**src/rtl/icache_refill_ctrl.sv**
```systemverilog
// I-cache line refill sequencer: miss capture, block read, beat assembly, one-cycle array write.
// Optional early-fetch beat bypass outputs are enabled with ICACHE_REFILL_BYPASS_EN.
module icache_refill_ctrl #(
   parameter int unsigned NUM_WAYS            = 4,
   parameter int unsigned NUM_BANKS           = 4,
   parameter int unsigned SETS_PER_BANK_WIDTH = 8,
   parameter int unsigned BLOCK_WIDTH         = 512,
   parameter int unsigned MEM_DATA_WIDTH      = 64,
   parameter int unsigned ADDR_WIDTH          = 32
) (
   input  logic                                         clk_i,
   input  logic                                         rst_ni,
   input  logic                                         miss_valid_i,
   output logic                                         miss_ready_o,
   input  logic [ADDR_WIDTH-1:0]                        miss_addr_i,
   input  logic [NUM_WAYS-1:0]                          miss_way_i,
   output logic                                         mem_req_valid_o,
   input  logic                                         mem_req_ready_i,
   output logic [ADDR_WIDTH-1:0]                        mem_req_addr_o,
   input  logic                                         mem_rsp_valid_i,
   input  logic [MEM_DATA_WIDTH-1:0]                    mem_rsp_data_i,
   output logic [SETS_PER_BANK_WIDTH-1:0]               w_bank_addr_o,
   output logic [$clog2(NUM_BANKS)-1:0]                 w_bank_sel_o,
   output logic [NUM_WAYS-1:0]                          we_way_mask_o,
   output logic [BLOCK_WIDTH-1:0]                       wdata_o,
   output logic                                         refill_done_o,
   output logic                                         busy_o
`ifdef ICACHE_REFILL_BYPASS_EN
   ,
   output logic                                         bypass_valid_o,
   output logic [$clog2(BLOCK_WIDTH/MEM_DATA_WIDTH)-1:0] bypass_beat_o,
   output logic [MEM_DATA_WIDTH-1:0]                    bypass_data_o
`endif
);

   localparam int unsigned OFF    = $clog2(BLOCK_WIDTH / 8);
   localparam int unsigned BEATS  = BLOCK_WIDTH / MEM_DATA_WIDTH;
   localparam int unsigned BANK_W = $clog2(NUM_BANKS);
   localparam int unsigned CNT_W  = $clog2(BEATS) + 1;

   typedef enum logic [1:0] {StIdle, StReq, StRecv, StWrite} state_e;

   state_e                  state_q;
   logic [ADDR_WIDTH-1:OFF] addr_q;
   logic [NUM_WAYS-1:0]     way_q;
   logic [CNT_W-1:0]        cnt_q;
   logic [BLOCK_WIDTH-1:0]  buf_q;

   // Byte offset is never needed: requests are always block aligned.
   logic unused_offset;
   assign unused_offset = ^miss_addr_i[OFF-1:0];

   assign mem_req_addr_o = {addr_q, {OFF{1'b0}}};
   assign w_bank_sel_o   = addr_q[OFF+BANK_W-1:OFF];
   assign w_bank_addr_o  = addr_q[OFF+BANK_W+SETS_PER_BANK_WIDTH-1:OFF+BANK_W];
   assign wdata_o        = buf_q;

   always_ff @(posedge clk_i or negedge rst_ni) begin
      if (!rst_ni) begin
         state_q         <= StIdle;
         addr_q          <= '0;
         way_q           <= '0;
         cnt_q           <= '0;
         buf_q           <= '0;
         miss_ready_o    <= 1'b1;
         mem_req_valid_o <= 1'b0;
         we_way_mask_o   <= '0;
         refill_done_o   <= 1'b0;
         busy_o          <= 1'b0;
`ifdef ICACHE_REFILL_BYPASS_EN
         bypass_valid_o  <= 1'b0;
         bypass_beat_o   <= '0;
         bypass_data_o   <= '0;
`endif
      end else begin
`ifdef ICACHE_REFILL_BYPASS_EN
         bypass_valid_o <= 1'b0;
`endif
         unique case (state_q)
            StIdle: begin
               if (miss_valid_i) begin
                  addr_q          <= miss_addr_i[ADDR_WIDTH-1:OFF];
                  way_q           <= miss_way_i;
                  state_q         <= StReq;
                  miss_ready_o    <= 1'b0;
                  mem_req_valid_o <= 1'b1;
                  busy_o          <= 1'b1;
               end
            end
            StReq: begin
               if (mem_req_ready_i) begin
                  cnt_q           <= '0;
                  state_q         <= StRecv;
                  mem_req_valid_o <= 1'b0;
               end
            end
            StRecv: begin
               if (mem_rsp_valid_i) begin
                  for (int b = 0; b < int'(BEATS); b++) begin
                     if (cnt_q == CNT_W'(b)) begin
                        buf_q[b*MEM_DATA_WIDTH +: MEM_DATA_WIDTH] <= mem_rsp_data_i;
                     end
                  end
                  cnt_q <= cnt_q + CNT_W'(1);
`ifdef ICACHE_REFILL_BYPASS_EN
                  bypass_valid_o <= 1'b1;
                  bypass_beat_o  <= cnt_q[CNT_W-2:0];
                  bypass_data_o  <= mem_rsp_data_i;
`endif
                  if (cnt_q == CNT_W'(BEATS - 1)) begin
                     state_q       <= StWrite;
                     we_way_mask_o <= way_q;
                     refill_done_o <= 1'b1;
                  end
               end
            end
            StWrite: begin
               state_q       <= StIdle;
               we_way_mask_o <= '0;
               refill_done_o <= 1'b0;
               busy_o        <= 1'b0;
               miss_ready_o  <= 1'b1;
            end
            default: state_q <= StIdle;
         endcase
      end
   end

endmodule

```
**config.mk**
```make
export PLATFORM = sky130hd
export DESIGN_NAME = icache_refill_ctrl
export DESIGN_NICKNAME = d
export VERILOG_FILES = /design/src/rtl/icache_refill_ctrl.sv
export SDC_FILE = /design/constraint.sdc
export NUM_CORES = 1
export LEC_CHECK = 0
export ABC_AREA = 1
export CAP_MARGIN = 20
export CORE_AREA = 2 2 256 258
export CTS_BUF_LIST = sky130_fd_sc_hd__clkbuf_4 sky130_fd_sc_hd__clkbuf_8
export DETAILED_ROUTE_END_ITERATION = 16
export DIE_AREA = 0 0 258 260
export HOLD_SLACK_MARGIN = 0.12
export PLACE_DENSITY = 0.7
export SETUP_SLACK_MARGIN = 0.05
export SLEW_MARGIN = 30
export SYNTH_ARGS = -nofsm -noshare
export SYNTH_HDL_FRONTEND = slang
export SYNTH_SLANG_ARGS = --single-unit
```
**constraint.sdc**
```tcl
create_clock -name clk_i -period 2.9 [get_ports clk_i]
set_input_delay 0.29 -clock clk_i [delete_from_list [all_inputs] [get_ports clk_i]]
set_output_delay 0.29 -clock clk_i [all_outputs]
set_load 0.1 [all_outputs]
```
==> reports/summary.txt <==
status: complete, no violations
GPL Wtd Cong: 0.7976
Distinct cells, synth: 26
post-synthesis sequential area ratio: 0.6898
Peak Freq: 0.4678 GHz
Yosys top cell by area: dfrtp_1
Via density: 4.580
Slew Viols, Final: 0
Final Cycle Share: 0.7371
Setup WS post-layout: 762.5 ps
WP buf/inv: 2
ratio of cells with drive above 1 in the final layout: 0.2879
synthesized flop and latch total: 556
Data required, critical path: 3430 ps
PostCTS Resize Cnt: 0
antenna violations before repair: 3
DRC errors left: 0
initial core utilization: 0.3146
DR vias: 16410
DIE AREA: 0.06708 mm²
Synth top area share: 0.6885
placed cells: 3382
Sink Count: 556
vias in the first global route: 16120
root buf cell: clkbuf_8
Reg clk slew, reported paths: 60 ps
Routed WL: 65020 µm
worst slew pin tran: 795.6 ps
Setup Fix Bufs, Post-CTS: 0
Final ANT Viol Nets: 0
Setup Crit Path Kind: flop to flop
number of synthesized flops with an enable pin: 0
Final Hold Violating Endpoints: 0
WP data arrival: 2660 ps
synth top area cells: dfrtp_1 69%, nand2_1 12%, o21ai_0 12%
port buffer count: 654
RSZ-0062 raised after global routing: no
post-route minimum period: 2138 ps
core area: 0.06412 mm²
Total Routing Usage GR: 0.1891
Max Used Layer: met4
I/O Pins: 667
CP max stage delay: 410 ps
prevailing post-synth register cell: dfrtp_1
Non-Filler Instances: 3583
HPWL Detailed: 44190 µm
Post-Route M1 WL: 26710 µm
DR pass1 iterations: 5
total gr overflow: 0
CTS max path bufs: 3
H-tree depth: 3
met3 routed WL: 4995 µm
Synth async-reset ratio: 1.000
Die H: 260 µm
clock latency on the worst-skew pair: 670 ps
Worst R2R Setup Slack: 760 ps
area grow syn2layout: 41.56%
Fill cells: 6072
pre-CTS WS: 699.9 ps
Min-Delay Path Class: input port to flop
drt initial violations: 1263
CTS Buf Count: 94
critical path's top delay family: simple AND/OR/NAND/NOR gates
synthesized area: 0.02017 mm²
relative max-transition margin: 0.4696
setup_tns: 0 ps
CP cell instances: inv_1, ha_1, nand2_2, nor2_1, nand2_4, buf_4, nand2_1, o21ai_0
FP Rows: 93
Finish-stage setup viols: 0
Sequential cell area: 0.01391 mm²
routed length on met2: 30560 µm
Mapped Cells: 1964
Util after Layout: 0.4454
multi-input logic area: 0.005331 mm²
CP Capture Type: flop
Startpoint Class: flop
Die Wd: 258 µm
Synth warnings: 0
CP max stage cell: dfrtp_1
Worst Skew: 46.98 ps
largest net degree at the start of global routing: 129
Max-Cap Viols: 0
Post-layout nets: 2761
drt wl/cell: 18.15 µm
most frequent cell after synthesis: nand2_1
CTS tree: done
Avg Inst Size Synth: 10.27 µm²
Post-synth top cells: 634 x nand2_1, 555 x dfrtp_1, 470 x o21ai_0, 80 x inv_1, 75 x buf_2
crit-path max FO: 36
first-pass GRT wire length: 97680 µm
==> worst reg2reg max path: cells and delay by family, from the launching register on <==
| family | cells | cell delay (ps) |
|---|---|---|
| buf+inv | 2 | 450 |
| simple gates | 4 | 820 |
| flops | 1 | 410 |
| compound gates | 1 | 90 |
| fa+ha+maj | 1 | 240 |
==> metal layers <==
| layer | up-vias | track usage |
|---|---|---|
| met1 | 7899 | 0.2364 |
| met4 | 0 | 0.09570 |
| met2 | 650 | 0.3013 |
| met5 | - | 0 |
| met3 | 147 | 0.05214 |
| li1 | 7713 | - |
==> per-stage QoR <==
stage	instance area, µm²	hold WS, ps
2_1_floorplan	20190	-5.591
3_3_place_gp	26210	307.6
4_1_cts	28550	120.5
3_5_place_dp	26210	309.6
6_report	28550	198.6
5_1_grt	28550	168.4
==> final cells by class <==
class                   instances  share of cell area
diodes                          1          0.00008763
inverters                      82             0.01078
clock inverters                23            0.006266
repair buffers                717              0.2043
multi-input cells            1197              0.1867
flip-flops and latches        556              0.4873
well taps                     855             0.03746
clock buffers                 152             0.06713
==> sequential cells by signal, indices dropped and copies added, names as in the netlist <==
register and count:
refill_done_o 1, miss_ready_o 1, addr_q 26, we_way_mask_o 4, wdata_o 512, state_q 2
mem_req_valid_o 1, cnt_q 4, busy_o 1, way_q 4
==> worst paths after layout <==
check	from	endpoint	depth (start not counted)
worst min register to register	way_q[0]$_DFFE_PN0P_	we_way_mask_o[0]$_DFFE_PN0P_	2
worst max-delay path	state_q[0]$_DFFE_PN0P_	wdata_o[27]$_DFFE_PN0P_	8
worst min-delay path	miss_way_i[0]	way_q[0]$_DFFE_PN0P_	3
worst max register to register	state_q[0]$_DFFE_PN0P_	wdata_o[27]$_DFFE_PN0P_	8
max in group asynchronous	rst_ni	wdata_o[107]$_DFFE_PN0P_	3
min in group asynchronous	rst_ni	wdata_o[419]$_DFFE_PN0P_	2
==> cell usage in the layout, fill, tap and decap left out, types with 2 or more instances in the layout <==
| cell | n |
|---|---|
| clkinvlp_4 | 2 |
| buf_12 | 11 |
| nand3_4 | 2 |
| buf_4 | 583 |
| inv_8 | 3 |
| inv_2 | 2 |
| clkinv_2 | 15 |
| o21ai_1 | 48 |
| conb_1 | 6 |
| ha_1 | 8 |
| dfrtp_1 | 555 |
| inv_1 | 80 |
| nand2_4 | 6 |
| clkbuf_4 | 28 |
| clkbuf_8 | 124 |
| nand2_1 | 628 |
| nand3_1 | 11 |
| clkdlybuf4s50_1 | 97 |
| o21ai_0 | 470 |
| dlygate4sd3_1 | 25 |
| nor2_1 | 8 |
| nand4_1 | 2 |
==> cells by family after synthesis <==
family | after synthesis | share of synthesized area
buf+inv | 216 | 0.04968
other cells | 1 | 0.0001859
simple gates | 661 | 0.1254
compound gates | 521 | 0.1295
flops | 556 | 0.6898
fa+ha+maj | 8 | 0.004962
xor+xnor | 1 | 0.0004343
==> timing repair <==
action                                 4_1_cts  5_1_grt
endpoints found under the hold margin      513        0
hold buffers                                25        0
setup endpoints to repair                    0        0
Power is left out: the tool's default activity adds up to more than one toggle a clock period on the data nets, which glitch-free logic cannot reach.
